**src/rtl/alu_arb_seq_pkg.sv**
```systemverilog
// alu_arb_seq_pkg: opcodes, status bit positions and FSM states shared by the ALU arbiter.
package alu_arb_seq_pkg;
  localparam logic [2:0] OP_INC = 3'b001;
  localparam logic [2:0] OP_DEC = 3'b011;
  localparam logic [2:0] OP_ADD = 3'b100;
  localparam logic [2:0] OP_ADC = 3'b101;
  localparam logic [2:0] OP_SUB = 3'b110;
  localparam logic [2:0] OP_SBB = 3'b111;
  localparam int ST_C = 5;
  localparam int ST_Z = 4;
  localparam int ST_N = 3;
  localparam int ST_V = 2;
  localparam int ST_P = 1;
  localparam int ST_AF = 0;
  typedef enum logic [1:0] {S_IDLE, S_EXEC, S_RESP} state_t;
  function automatic logic op_valid(input logic [2:0] op);
    return op == OP_INC || op == OP_DEC || op[2];
  endfunction
endpackage

```
**src/rtl/alu_arb_seq_arith.sv**
```systemverilog
// alu_arith_unit: combinational INC/DEC/ADD/ADC/SUB/SBB with {C,Z,N,V,P,Af} flags.
module alu_arith_unit
  import alu_arb_seq_pkg::*;
#(
  parameter int Width = 16
) (
  input  logic [2:0]       op,
  input  logic [Width-1:0] a,
  input  logic [Width-1:0] b,
  input  logic             cin,
  output logic [Width-1:0] result,
  output logic [5:0]       status
);
  localparam logic [Width:0] One = 1;
  logic [Width:0] xa, xb, xc, full;
  logic [Width-1:0] r;
  logic [4:0] nib;
  logic ok, v, sa, sb, sr;
  assign xa = {1'b0, a};
  assign xb = {1'b0, b};
  assign xc = {{Width{1'b0}}, cin};
  assign full = op == OP_INC ? xa + One :
                op == OP_DEC ? xa - One :
                op == OP_ADD ? xa + xb :
                op == OP_ADC ? xa + xb + xc :
                op == OP_SUB ? xa - xb :
                op == OP_SBB ? xa - xb - xc : '0;
  assign r = full[Width-1:0];
  assign ok = op_valid(op);
  assign sa = a[Width-1];
  assign sb = b[Width-1];
  assign sr = r[Width-1];
  // op[1] separates the subtract pair (11x) from the add pair (10x)
  assign v = (op == OP_INC || op == OP_DEC) ? sa != sr :
             op[1] ? (sa != sb && sr != sa) : (sa == sb && sr != sa);
  assign nib = {1'b0, a[3:0]} + {1'b0, b[3:0]} + {4'b0, cin};
  assign result = ok ? r : '0;
  assign status = ok ? {full[Width], ~|r, sr, v, ~^r, nib[4]} : 6'b0;
endmodule

```
**src/rtl/alu_arb_seq.sv**
```systemverilog
// alu_arb_seq: two-requester round-robin front end sharing one ALU, one operation in flight.
module alu_arb_seq
  import alu_arb_seq_pkg::*;
#(
  parameter int Width = 16
) (
  input  logic             clk,
  input  logic             rst,
  input  logic [1:0]       req_valid,
  output logic [1:0]       req_ready,
  input  logic [2:0]       req_op0,
  input  logic [2:0]       req_op1,
  input  logic [Width-1:0] req_a0,
  input  logic [Width-1:0] req_b0,
  input  logic [Width-1:0] req_a1,
  input  logic [Width-1:0] req_b1,
  output logic             rsp_valid,
  input  logic             rsp_ready,
  output logic             rsp_id,
  output logic [Width-1:0] rsp_result,
  output logic [5:0]       rsp_status,
  output logic [1:0]       carry_q
);
  state_t state;
  logic last_grant, gnt, id, cin;
  logic [2:0] op;
  logic [Width-1:0] a, b, result;
  logic [5:0] status;
  assign gnt = &req_valid ? ~last_grant : req_valid[1];
  // gated by rst so nothing looks acceptable while reset is held
  assign req_ready = (state == S_IDLE && !rst && |req_valid) ? (gnt ? 2'b10 : 2'b01) : 2'b00;
  alu_arith_unit #(.Width(Width)) u_arith (
    .op(op), .a(a), .b(b), .cin(cin), .result(result), .status(status)
  );
  always_ff @(posedge clk or posedge rst) begin
    if (rst) begin
      state <= S_IDLE;
      last_grant <= 1'b1;
      id <= 1'b0;
      cin <= 1'b0;
      op <= 3'b0;
      a <= '0;
      b <= '0;
      rsp_valid <= 1'b0;
      rsp_id <= 1'b0;
      rsp_result <= '0;
      rsp_status <= 6'b0;
      carry_q <= 2'b00;
    end else begin
      case (state)
        S_IDLE: if (|(req_valid & req_ready)) begin
          op <= gnt ? req_op1 : req_op0;
          a <= gnt ? req_a1 : req_a0;
          b <= gnt ? req_b1 : req_b0;
          cin <= carry_q[gnt];
          id <= gnt;
          last_grant <= gnt;
          state <= S_EXEC;
        end
        S_EXEC: begin
          rsp_result <= result;
          rsp_status <= status;
          rsp_id <= id;
          rsp_valid <= 1'b1;
          state <= S_RESP;
        end
        S_RESP: if (rsp_ready) begin
          rsp_valid <= 1'b0;
          carry_q[rsp_id] <= rsp_status[ST_C];
          state <= S_IDLE;
        end
        default: state <= S_IDLE;
      endcase
    end
  end
endmodule

```
**config.mk**
```make
export PLATFORM = sky130hd
export DESIGN_NAME = alu_arb_seq
export DESIGN_NICKNAME = d
export VERILOG_FILES = /design/src/rtl/alu_arb_seq_pkg.sv /design/src/rtl/alu_arb_seq_arith.sv /design/src/rtl/alu_arb_seq.sv
export SDC_FILE = /design/constraint.sdc
export NUM_CORES = 1
export LEC_CHECK = 0
export ABC_AREA = 1
export ABC_CLOCK_PERIOD_IN_PS = 5000
export CAP_MARGIN = 5
export CORE_UTILIZATION = 43
export DETAILED_ROUTE_END_ITERATION = 12
export GPL_TIMING_DRIVEN = 0
export PLACE_DENSITY = 0.76
export SLEW_MARGIN = 10
export SYNTH_ARGS = -nofsm -noshare
export SYNTH_HDL_FRONTEND = slang
export SYNTH_SLANG_ARGS = --single-unit
```
**constraint.sdc**
```tcl
create_clock -name clk -period 5 [get_ports clk]
set_clock_uncertainty 0.15 [all_clocks]
set_input_delay 1 -clock clk [delete_from_list [all_inputs] [get_ports clk]]
set_output_delay 1 -clock clk [all_outputs]
set_load 0.03 [all_outputs]
```
# == After elaboration in Yosys (flattened, before gate mapping) ==
# Cells that the tools add are included.
# totals
regBits,66
inputBits,75
elab_cells,85
# classes
add_sub_neg,8
order_cmp,3
eq_ne,14
mux,26
n_bitwise,2
reduce_logical,20
# ops
operator,n
2-to-1 mux 17 bit,6
2-to-1 mux 16 bit,3
"adder 16 x 1 -> 17 bit, second input constant",1
adder 16 x 16 -> 17 bit,1
adder 17 x 1 -> 17 bit,1
"subtractor 16 x 1 -> 17 bit, second input constant",1
subtractor 16 x 16 -> 17 bit,1
subtractor 17 x 1 -> 17 bit,1
OR reduction 16 bit,1
XNOR reduction 16 bit,1
"== test 3 bit, second input constant",4
AND reduction 2 bit,5
2-to-1 mux 2 bit,4
2-to-1 mux 1 bit,7
2-to-1 mux 6 bit,1
one-hot mux 2 bit (3 select lines),1
adder 4 x 4 -> 5 bit,1
adder 5 x 1 -> 5 bit,1
logical AND 1 bit,5
"less-than comparator 1 x 2 -> 1 bit, second input constant",2
OR reduction 2 bit,2
"== test 3 x 1 -> 1 bit, second input constant",1
"== test 3 x 2 -> 1 bit, second input constant",1
2-to-1 mux 3 bit,1
other kinds (16),20

# == Longest topological paths before layout ==
# Gate-level depths: netlist of the first run.
# logic_depth
ltp_word,13
depth_mapped,30
depth_no_buf,29

# == By module ==
# Synthesis of the first run repeated with hierarchy kept, for this count alone.
# hier_totals
hier_cells,1242
hier_area_um2,7636.1
# modules_own_cells
module,instances,cells_each,area_per_inst_um2
alu_arith_unit,1,835,4501.8
alu_arb_seq,1,407,3134.3

# == Worst setup path before layout of the first run ==
# Ideal clock, no wire load.
# synth_timing
path_kind,input port to output port
from,input rst
to,output req_ready[1]
t_arrival_ps,3888
path_slack_ps,-38
cell_stages,4
n_path_buf,1
cell_sequence,inv_1 > o211ai_1 > nor2_1 > clkbuf_1
# synth_between
elab_chain_len,4
# synth_rtl
item,line_no,text
"start, declared",alu_arb_seq.sv:8,"input logic rst,"
logical NOT 1 bit (no source line),--,
logical AND 1 bit (2 in series),alu_arb_seq.sv:31,assign req_ready = (state == S_IDLE && !rst && |req_valid) ? (gnt ? 2'b10 : 2'b01) : 2'b00;
2-to-1 mux 2 bit,alu_arb_seq.sv:31,
"end, declared",alu_arb_seq.sv:10,"output logic [1:0] req_ready,"
# No other way between the ends.

# == Final worst setup path of the first run ==
# Same ends and word-level chain as after synthesis.

==> run_results.csv, run 1 <==
group,metric,value,unit
clock_tree,cts_root_buf,"clkbuf_16",
sta,min_period,4.743,ns
final_layout,drive_gt1_frac,0.08956,
logic_synthesis,ys.flop_type,"dfrtp_1",
setup_path,crit_slowest_cell,"clkdlybuf4s50_1",
logic_synthesis,synth_edf_count,0,
routing,via_per_inst,5.288,
final_layout,nets,1336,
global_route,grt_max_degree,37,
setup_path,cp_max_fo,16,
global_route,grt_util_all_layers,0.2873,
global_route,grt_pass1_wl,36450,um
sta,setup-tns-final,0,ns
routing,drtIter0Drc,669,
final_layout,filler_cell_count,1582,
routing,ant_nets,0,
global_route,antenna_found_initial,0,
sta,rsz0062_at_grt,"no",
logic_synthesis,synthTopCellsByArea,"dfrtp_1 (23%), nand2_1 (20%), ha_1 (8.3%)",
clock_tree,clk_latency,0.35,ns
setup_path,worstPathRequired,3.85,ns
setup_path,cpPeakStageDelay,0.72,ns
placed_design,gp_congestion,0.9962,
setup_path,critPathLaunchType,"primary input",
setup_path,critPathCapture,"req_ready[1]",
floorplan,die_x,128.9,um
global_route,gr-total-overflow,0,
logic_synthesis,synthesis.area,0.006924,mm^2
logic_synthesis,yosysWarnings,0,
logic_synthesis,yosys.area.top_type,"dfrtp_1",
logic_synthesis,synth.avg_cell_area,6.312,um^2
sta,maxSlewViolCount,0,
sta,finalSetupViolCount,0,
final_layout,fin_util,0.5424,
routing,vias,7578,
routing,drt_wl_total,22560,um
setup_path,cp.arrival,3.59,ns
setup_path,r2r_setup_slack,0.50,ns
logic_synthesis,yosysSeqAreaShare,0.2351,
setup_path,path_cells,"clkdlybuf4s50_1 -> clkinvlp_4 -> o211ai_1 -> nor2_4 -> clkbuf_2 -> clkdlybuf4s50_1",
setup_path,crit_top_cell,"clkdlybuf4s50_1",
routing,dr.pass1.iters,6,
routing,drc_errors,0,
run_status,status,"finished clean",
final_layout,layout_commonest_cell,"nand2_1",
clock_tree,htreeDepth,3,
clock_tree,clockBufferDepth,2,
floorplan,die_h,128.9,um
floorplan,dieArea,0.01661,mm^2
setup_path,r2r-end,"rsp_status[1]$_DFFE_PP0P_",
setup_path,path_class,"in2out",
floorplan,start_util,0.4375,
job,maxCapViolations,0,
min_path,hold_class,"reg2reg",
routing,drt-wirelength-per-cell,15.74,um
sta,finalHoldViolCount,0,
logic_synthesis,yosysTopAreaCellShare,0.2313,
clock_tree,clk_pin_slew_worst_paths,0.06,ns
clock_tree,cts_tree,"built",
sta,worstMarginPinSlew,0.7538,ns
setup_path,r2r_cells,22,
setup_path,endpoint_kind,"output port",
placed_design,portBuffers,102,
clock_tree,cts.sinks,65,
clock_tree,post_cts_buffers,0,
logic_synthesis,synth-seq-cells,65,
final_layout,antenna_cells,0,
final_layout,mostFrequentLayoutCells,"nand2_1 (364), inv_1 (142), clkdlybuf4s50_1 (102), nand3_1 (86), nor2_1 (77)",
logic_synthesis,synth_cell_type_count,49,
final_layout,area_growth,23.98,%
global_route,grt_pass1_vias,7052,
sta,slew_headroom,0.4975,
floorplan,num_rows,46,
setup_path,crit_path_start,"rst",
sta,fin_crit_sh,0.9485,
logic_synthesis,async_flop_share,1.000,
setup_path,timing.rr.start,"a[0]$_DFFE_PP0P_",
floorplan,core,0.01583,mm^2
logic_synthesis,synth_nets,1221,
sta,fmax,0.2108,GHz
clock_tree,cts_buffers,9,
floorplan,io_pins,103,
logic_synthesis,syn_inst,1097,
placed_design,dp_hpwl,18450,um
sta,whs,0.3339,ns
==> through the flow <==
stage / instances / area (um^2) / worst slack, ns
final: 1433 / 8584 / 0.2573
after global routing: 1433 / 8584 / 0.02727
after CTS: 1433 / 8578 / 0.1032
after detailed placement: 1416 / 8239 / -0.4495
after global placement: 1415 / 8219 / -1.080
after floorplan: 1097 / 6928 / 0.8218
==> metal layers <==
layer,up-vias,GRT usage,share of wire
met5,-,0,0
met3,41,0.05655,0.092
li1,3764,-,-
met4,0,0.1066,0.031
met2,313,0.4420,0.44
met1,3460,0.3980,0.44
==> worst min path at each step <==
stage	end	cells past startpoint	start
2_1_floorplan	last_grant$_DFFE_PP1P_	2	last_grant$_DFFE_PP1P_
3_3_place_gp	rsp_valid$_DFFE_PP0P_	2	rsp_valid$_DFFE_PP0P_
3_5_place_dp	rsp_status[2]$_DFFE_PP0P_	2	rsp_status[2]$_DFFE_PP0P_
4_1_cts	rsp_status[2]$_DFFE_PP0P_	2	rsp_status[2]$_DFFE_PP0P_
5_1_grt	rsp_valid$_DFFE_PP0P_	2	rsp_valid$_DFFE_PP0P_
6_report	rsp_result[7]$_DFFE_PP0P_	2	rsp_result[7]$_DFFE_PP0P_
==> layout make-up <==
class / instances / area [um^2] / share of cell area
timing repair buffer: 103 / 1041 / 0.1213
multi-input combinational: 840 / 4549 / 0.5300
inverter: 164 / 619.3 / 0.07215
sequential: 65 / 1628 / 0.1896
buffer: 28 / 141.4 / 0.01647
clock inverter: 6 / 91.34 / 0.01064
tap: 216 / 270.3 / 0.03148
clock buffer: 10 / 239.0 / 0.02784
timing repair inverter: 1 / 5.005 / 0.0005830
==> cell usage after synthesis (7+ instances only) <==
cell type and number:
nand2_1 364, inv_1 143, nand3_1 86, nor2_1 78, dfrtp_1 64, ha_1 46
o21ai_0 43, o211ai_1 40, a21oi_1 31, nand4_1 23, xor2_1 23, inv_2 19
clkbuf_1 16, nor2_2 15, nand2_2 13, xnor2_1 8, nand3_2 7
==> logic make-up after synthesis <==
family	after synthesis	synth area share
AOI/OAI and AO/OA	148	0.1335
xor gates and xnor gates	34	0.04626
adders and majority gates	49	0.09180
buffers and inverters	192	0.1090
DFF	65	0.2351
muxes	1	0.001626
and+or+nand+nor	608	0.3827
==> flip-flops by register name, indices dropped and copies added, names as in the netlist, 2 cells and up <==
signal      flops
state           2
op              3
rsp_result     15
b              16
rsp_status      6
carry_q         2
a              16
==> worst max-delay path, delay by kind of cell <==
family | cells | cell delay [ns]
compound gates | 1 | 0.37
buf+inv | 4 | 1.88
simple gates | 1 | 0.33
==> what timing repair did <==
item                                    CTS  global route
endpoints found under the setup margin    2             2
hold buffers                              0             0
resized for setup                         2             3
gates cloned                              1             0
Power of run 1 is left out: the tool's default activity adds up to more than one toggle a clock period on the data nets, which glitch-free logic cannot reach.
==> run 2, diff against run 1 <==
--- a/config.mk
+++ b/config.mk
@@ -6,7 +6,6 @@
 export NUM_CORES = 1
 export LEC_CHECK = 0
 export ABC_AREA = 1
-export ABC_CLOCK_PERIOD_IN_PS = 5000
 export CAP_MARGIN = 5
 export CORE_UTILIZATION = 43
 export DETAILED_ROUTE_END_ITERATION = 12
==> constraint.sdc (replaced) <==
create_clock -name clk -period 4.5 [get_ports clk]
set_clock_uncertainty 0.15 [all_clocks]
set_input_delay 0.9 -clock clk [delete_from_list [all_inputs] [get_ports clk]]
set_output_delay 0.9 -clock clk [all_outputs]
set_load 0.03 [all_outputs]
==> run 2 against run 1 <==
Sequential cell count is the same. First-iteration DRC count unchanged. Via count fell by 0.32%. Routed wire length increased by 0.51%. Hold slack is essentially flat. Critical path type is now reg2reg.
==> run_results.csv, run 2 (synthesis results as in run 1) <==
group,metric,value,unit
run_status,status,"finished clean",
placed_design,placed_cells,1416,
setup_path,cp.arrival,4.31,ns
clock_tree,htreeDepth,3,
clock_tree,clk_latency,0.35,ns
final_layout,antenna_cells,0,
sta,worstMarginPinSlew,0.7938,ns
setup_path,cpPeakStageDelay,0.45,ns
routing,dr.pass1.iters,7,
final_layout,top_regs,"a x16, b x16, rsp_result x15",
sta,maxSlewViolCount,0,
routing,drt-wirelength-per-cell,15.81,um
final_layout,mostFrequentLayoutCells,"nand2_1 (364), inv_1 (141), clkdlybuf4s50_1 (102), nand3_1 (86), nor2_1 (75)",
global_route,antenna_found_initial,0,
clock_tree,cts_root_buf,"clkbuf_16",
final_layout,area_growth,24.67,%
sta,slew_headroom,0.4708,
floorplan,num_rows,46,
placed_design,gp_congestion,0.9962,
clock_tree,cts.sinks,65,
setup_path,worstPathRequired,4.57,ns
clock_tree,cts_buffers,9,
floorplan,dieArea,0.01661,mm^2
global_route,gr-total-overflow,0,
global_route,grt_max_degree,37,
placed_design,dp_hpwl,18450,um
routing,via_per_inst,5.268,
setup_path,crit_slowest_cell,"fa_2",
global_route,grt_pass1_vias,7050,
setup_path,critPathLaunchType,"flip-flop",
floorplan,core,0.01583,mm^2
routing,drt_wl_total,22680,um
clock_tree,clockBufferDepth,2,
sta,fin_crit_sh,0.9414,
routing,vias,7554,
setup_path,crit_buf_inv,6,
final_layout,nets,1337,
global_route,grt_pass1_wl,36450,um
sta,finalHoldViolCount,0,
floorplan,start_util,0.4375,
floorplan,die_x,128.9,um
clock_tree,cts_tree,"built",
sta,min_period,4.236,ns
setup_path,cp_max_fo,7,
floorplan,die_h,128.9,um
setup_path,path_class,"reg2reg",
sta,whs,0.3342,ns
setup_path,endpoint_kind,"flip-flop",
floorplan,io_pins,103,
job,maxCapViolations,0,
routing,ant_nets,0,
sta,setup_ws,0.2635,ns
placed_design,portBuffers,102,
sta,finalSetupViolCount,0,
final_layout,drive_gt1_frac,0.09688,
global_route,grt_util_all_layers,0.2873,
clock_tree,clk_pin_slew_worst_paths,0.07,ns
sta,fmax,0.2360,GHz
final_layout,layout.cells.non_filler,1434,
setup_path,critical_path.top_delay_family,"simple AND/OR/NAND/NOR gates",
placed_design,dp_slack,-0.7495,ns
routing,drtIter0Drc,669,
final_layout,layout_commonest_cell,"nand2_1",
min_path,hold_class,"reg2reg",
routing,drc_errors,0,
## run 2: final timing paths
path                            depth (start not counted)                       from                   endpoint  slack, ns
worst max-delay path                                   26           a[0]$_DFFE_PP0P_  rsp_status[1]$_DFFE_PP0P_       0.26
worst min-delay path                                    2  rsp_result[7]$_DFFE_PP0P_  rsp_result[7]$_DFFE_PP0P_       0.33
worst max register to register                         26           a[0]$_DFFE_PP0P_  rsp_status[1]$_DFFE_PP0P_       0.26
worst min register to register                          2  rsp_result[7]$_DFFE_PP0P_  rsp_result[7]$_DFFE_PP0P_       0.33
max in group asynchronous                               4                        rst  rsp_status[2]$_DFFE_PP0P_       2.84
min in group asynchronous                               2                        rst           a[4]$_DFFE_PP0P_       0.89
## run 2: area by class of cell
class                   instances  area (um^2)
clock buffers                  10        239.0
clock inverters                 6        91.34
plain buffers                  28        141.4
inverters                     164        619.3
repair buffers                104         1049
flip-flops and latches         65         1629
repair inverters                1        5.005
fillers                      1571         7196
multi-input cells             840         4588
well taps                     216        270.3
## run 2: timing repair
action                                  in CTS  in global routing
gates cloned                                 1                  0
hold buffers                                 0                  0
endpoints found under the hold margin        0                  0
setup buffers                                1                  0
gates resized for setup                      4                  9
endpoints found under the setup margin       2                  1
## run 2: worst min-delay path, cell delays in order, from the launching register on
cell and delay, ns:
dfrtp_1 0.34, nand2_1 0.05, o21ai_0 0.06
## run 2: metal layers
metal | track usage | part of all wire
met1 | 0.3978 | 0.46
met2 | 0.4420 | 0.44
met3 | 0.05613 | 0.074
met4 | 0.1073 | 0.031
met5 | 0 | 0
## run 2: stage by stage
step | utilization | TNS (ns) | area (um^2)
4_1_cts | 0.5428 | 0 | 8592
3_5_place_dp | 0.5206 | -1.053 | 8239
6_report | 0.5454 | 0 | 8632
3_3_place_gp | 0.5193 | -9.884 | 8219
2_1_floorplan | - | 0 | 6928
5_1_grt | 0.5454 | -0.009075 | 8632
Power of run 2 is left out for the same reason.
==> run 3, diff against run 2 <==
--- a/config.mk
+++ b/config.mk
@@ -9,6 +9,7 @@
 export CAP_MARGIN = 5
 export CORE_UTILIZATION = 43
 export DETAILED_ROUTE_END_ITERATION = 12
+export GPL_ROUTABILITY_DRIVEN = 0
 export GPL_TIMING_DRIVEN = 0
 export PLACE_DENSITY = 0.76
 export SLEW_MARGIN = 10
==> run 3 against run 2 <==
Global-route usage decreased by 0.93 points. Critical path type is now in2out. Cell count unchanged. Non-clock buffer count unchanged. Sequential share of layout area about the same. Largest cell class unchanged. Register-to-register slack improved by 0.04 ns. Worst setup slack got worse by 0.049 ns.
==> run_results.csv, run 3 (synthesis results as in run 1) <==
group,metric,value,unit
run_status,status,"finished clean",
floorplan,num_rows,46,
placed_design,dp_hpwl,17700,um
sta,fin_crit_sh,0.9524,
sta,whs,0.3308,ns
sta,slew_headroom,0.4955,
routing,drtIter0Drc,685,
min_path,hold_class,"reg2reg",
final_layout,mostFrequentLayoutCells,"nand2_1 (362), inv_1 (141), clkdlybuf4s50_1 (102), nand3_1 (86), nor2_1 (76)",
floorplan,io_pins,103,
setup_path,crit_path_start,"rst",
final_layout,final_area,0.008620,mm^2
setup_path,timing.rr.start,"a[5]$_DFFE_PP0P_",
clock_tree,clockBufferDepth,2,
job,maxCapViolations,0,
final_layout,drive_gt1_frac,0.09688,
min_path,hold_start,"rsp_status[2]$_DFFE_PP0P_",
setup_path,endpoint_kind,"output port",
placed_design,place_area,0.008239,mm^2
setup_path,critPathLaunchType,"primary input",
routing,drc_errors,0,
placed_design,placed_cells,1416,
clock_tree,cts.sinks,65,
global_route,grt_pass1_vias,7136,
floorplan,dieArea,0.01661,mm^2
routing,drt-wirelength-per-cell,15.39,um
sta,maxSlewViolCount,0,
final_layout,nets,1337,
clock_tree,clk_pin_slew_worst_paths,0.06,ns
clock_tree,cts_root_buf,"clkbuf_16",
sta,setup_ws,0.2143,ns
floorplan,die_x,128.9,um
sta,rsz0062_at_grt,"no",
routing,vias,7605,
floorplan,start_util,0.4375,
setup_path,cp_max_fo,10,
final_layout,layout.cells.non_filler,1434,
sta,finalHoldViolCount,0,
setup_path,path_class,"in2out",
setup_path,r2r-end,"rsp_status[1]$_DFFE_PP0P_",
sta,fmax,0.2333,GHz
setup_path,cp.arrival,3.24,ns
final_layout,filler_cell_count,1582,
routing,dr.pass1.iters,5,
global_route,antenna_found_initial,0,
setup_path,worstPathRequired,3.45,ns
global_route,grt_util_all_layers,0.2780,
placed_design,dp_slack,-0.7330,ns
min_path,holdPathEnd,"rsp_status[2]$_DFFE_PP0P_",
min_path,min_path_cells,2,
global_route,grt_pass1_wl,35500,um
final_layout,antenna_cells,0,
setup_path,r2r_setup_slack,0.30,ns
setup_path,r2r_cells,24,
final_layout,area_growth,24.49,%
clock_tree,htreeDepth,3,
final_layout,layout_commonest_cell,"nand2_1",
placed_design,portBuffers,102,
clock_tree,cts_tree,"built",
clock_tree,cts_buffers,9,
floorplan,core,0.01583,mm^2
clock_tree,clk_latency,0.35,ns
sta,min_period,4.286,ns
routing,ant_nets,0,
final_layout,top_regs,"a x16, b x16, rsp_result x15",
global_route,gr-total-overflow,0,
clock_tree,cts_hold_buf,0,
global_route,grt_max_degree,37,
sta,finalSetupViolCount,0,
floorplan,die_h,128.9,um
routing,via_per_inst,5.303,
routing,drt_wl_total,22080,um
sta,worstMarginPinSlew,0.7526,ns
[run 3: cell count changes in the layout (fill, tap and decap cells not counted), moves of 2 or more]
| cell | change |
|---|---|
| nor2_2 | -2 |
| nand2_2 | +2 |
| clkinvlp_4 | +2 |
| nand2_1 | -2 |
[run 3: timing repair]
action	in CTS	in global routing
gates cloned	1	0
setup buffers	1	0
setup endpoints to repair	2	1
resized for setup	4	10
[run 3: critical path: stages]
cell and delay, ns:
clkdlybuf4s50_1 0.52, clkinvlp_4 0.14, o211ai_1 0.29, nor2_4 0.33, clkbuf_2 0.33, clkdlybuf4s50_1 0.73
[run 3: per-stage QoR]
stage                     setup TNS, ns    util
after floorplan                       0       -
after detailed placement         -1.023  0.5206
final                                 0  0.5446
after global routing                  0  0.5446
after CTS                             0  0.5423
after global placement           -9.526  0.5193
[run 3: area by class of cell]
| type | instances | area, um^2 | area share |
|---|---|---|---|
| Buffer | 28 | 141.4 | 0.01640 |
| Timing Repair Buffer | 104 | 1049 | 0.1216 |
| Multi-Input combinational cell | 840 | 4584 | 0.5319 |
| Inverter | 164 | 619.3 | 0.07185 |
| Sequential cell | 65 | 1629 | 0.1890 |
| Timing Repair inverter | 1 | 5.005 | 0.0005806 |
| Clock buffer | 10 | 229.0 | 0.02656 |
| Clock inverter | 6 | 92.59 | 0.01074 |
| Tap cell | 216 | 270.3 | 0.03135 |
[run 3: layer usage]
metal | part of all wire | global-route usage
met2 | 0.44 | 0.4382
met5 | 0 | 0
met4 | 0.038 | 0.1232
met1 | 0.44 | 0.3736
met3 | 0.081 | 0.04740
[run 3: how the worst max path moves through the flow]
| stage | cells past startpoint | end |
|---|---|---|
| final | 6 | req_ready[1] |
| after global routing | 23 | rsp_status[1]$_DFFE_PP0P_ |
| after CTS | 20 | rsp_status[1]$_DFFE_PP0P_ |
| after detailed placement | 6 | req_ready[1] |
| after global placement | 6 | req_ready[1] |
| after floorplan | 4 | req_ready[1] |
Power of run 3 is left out for the same reason.
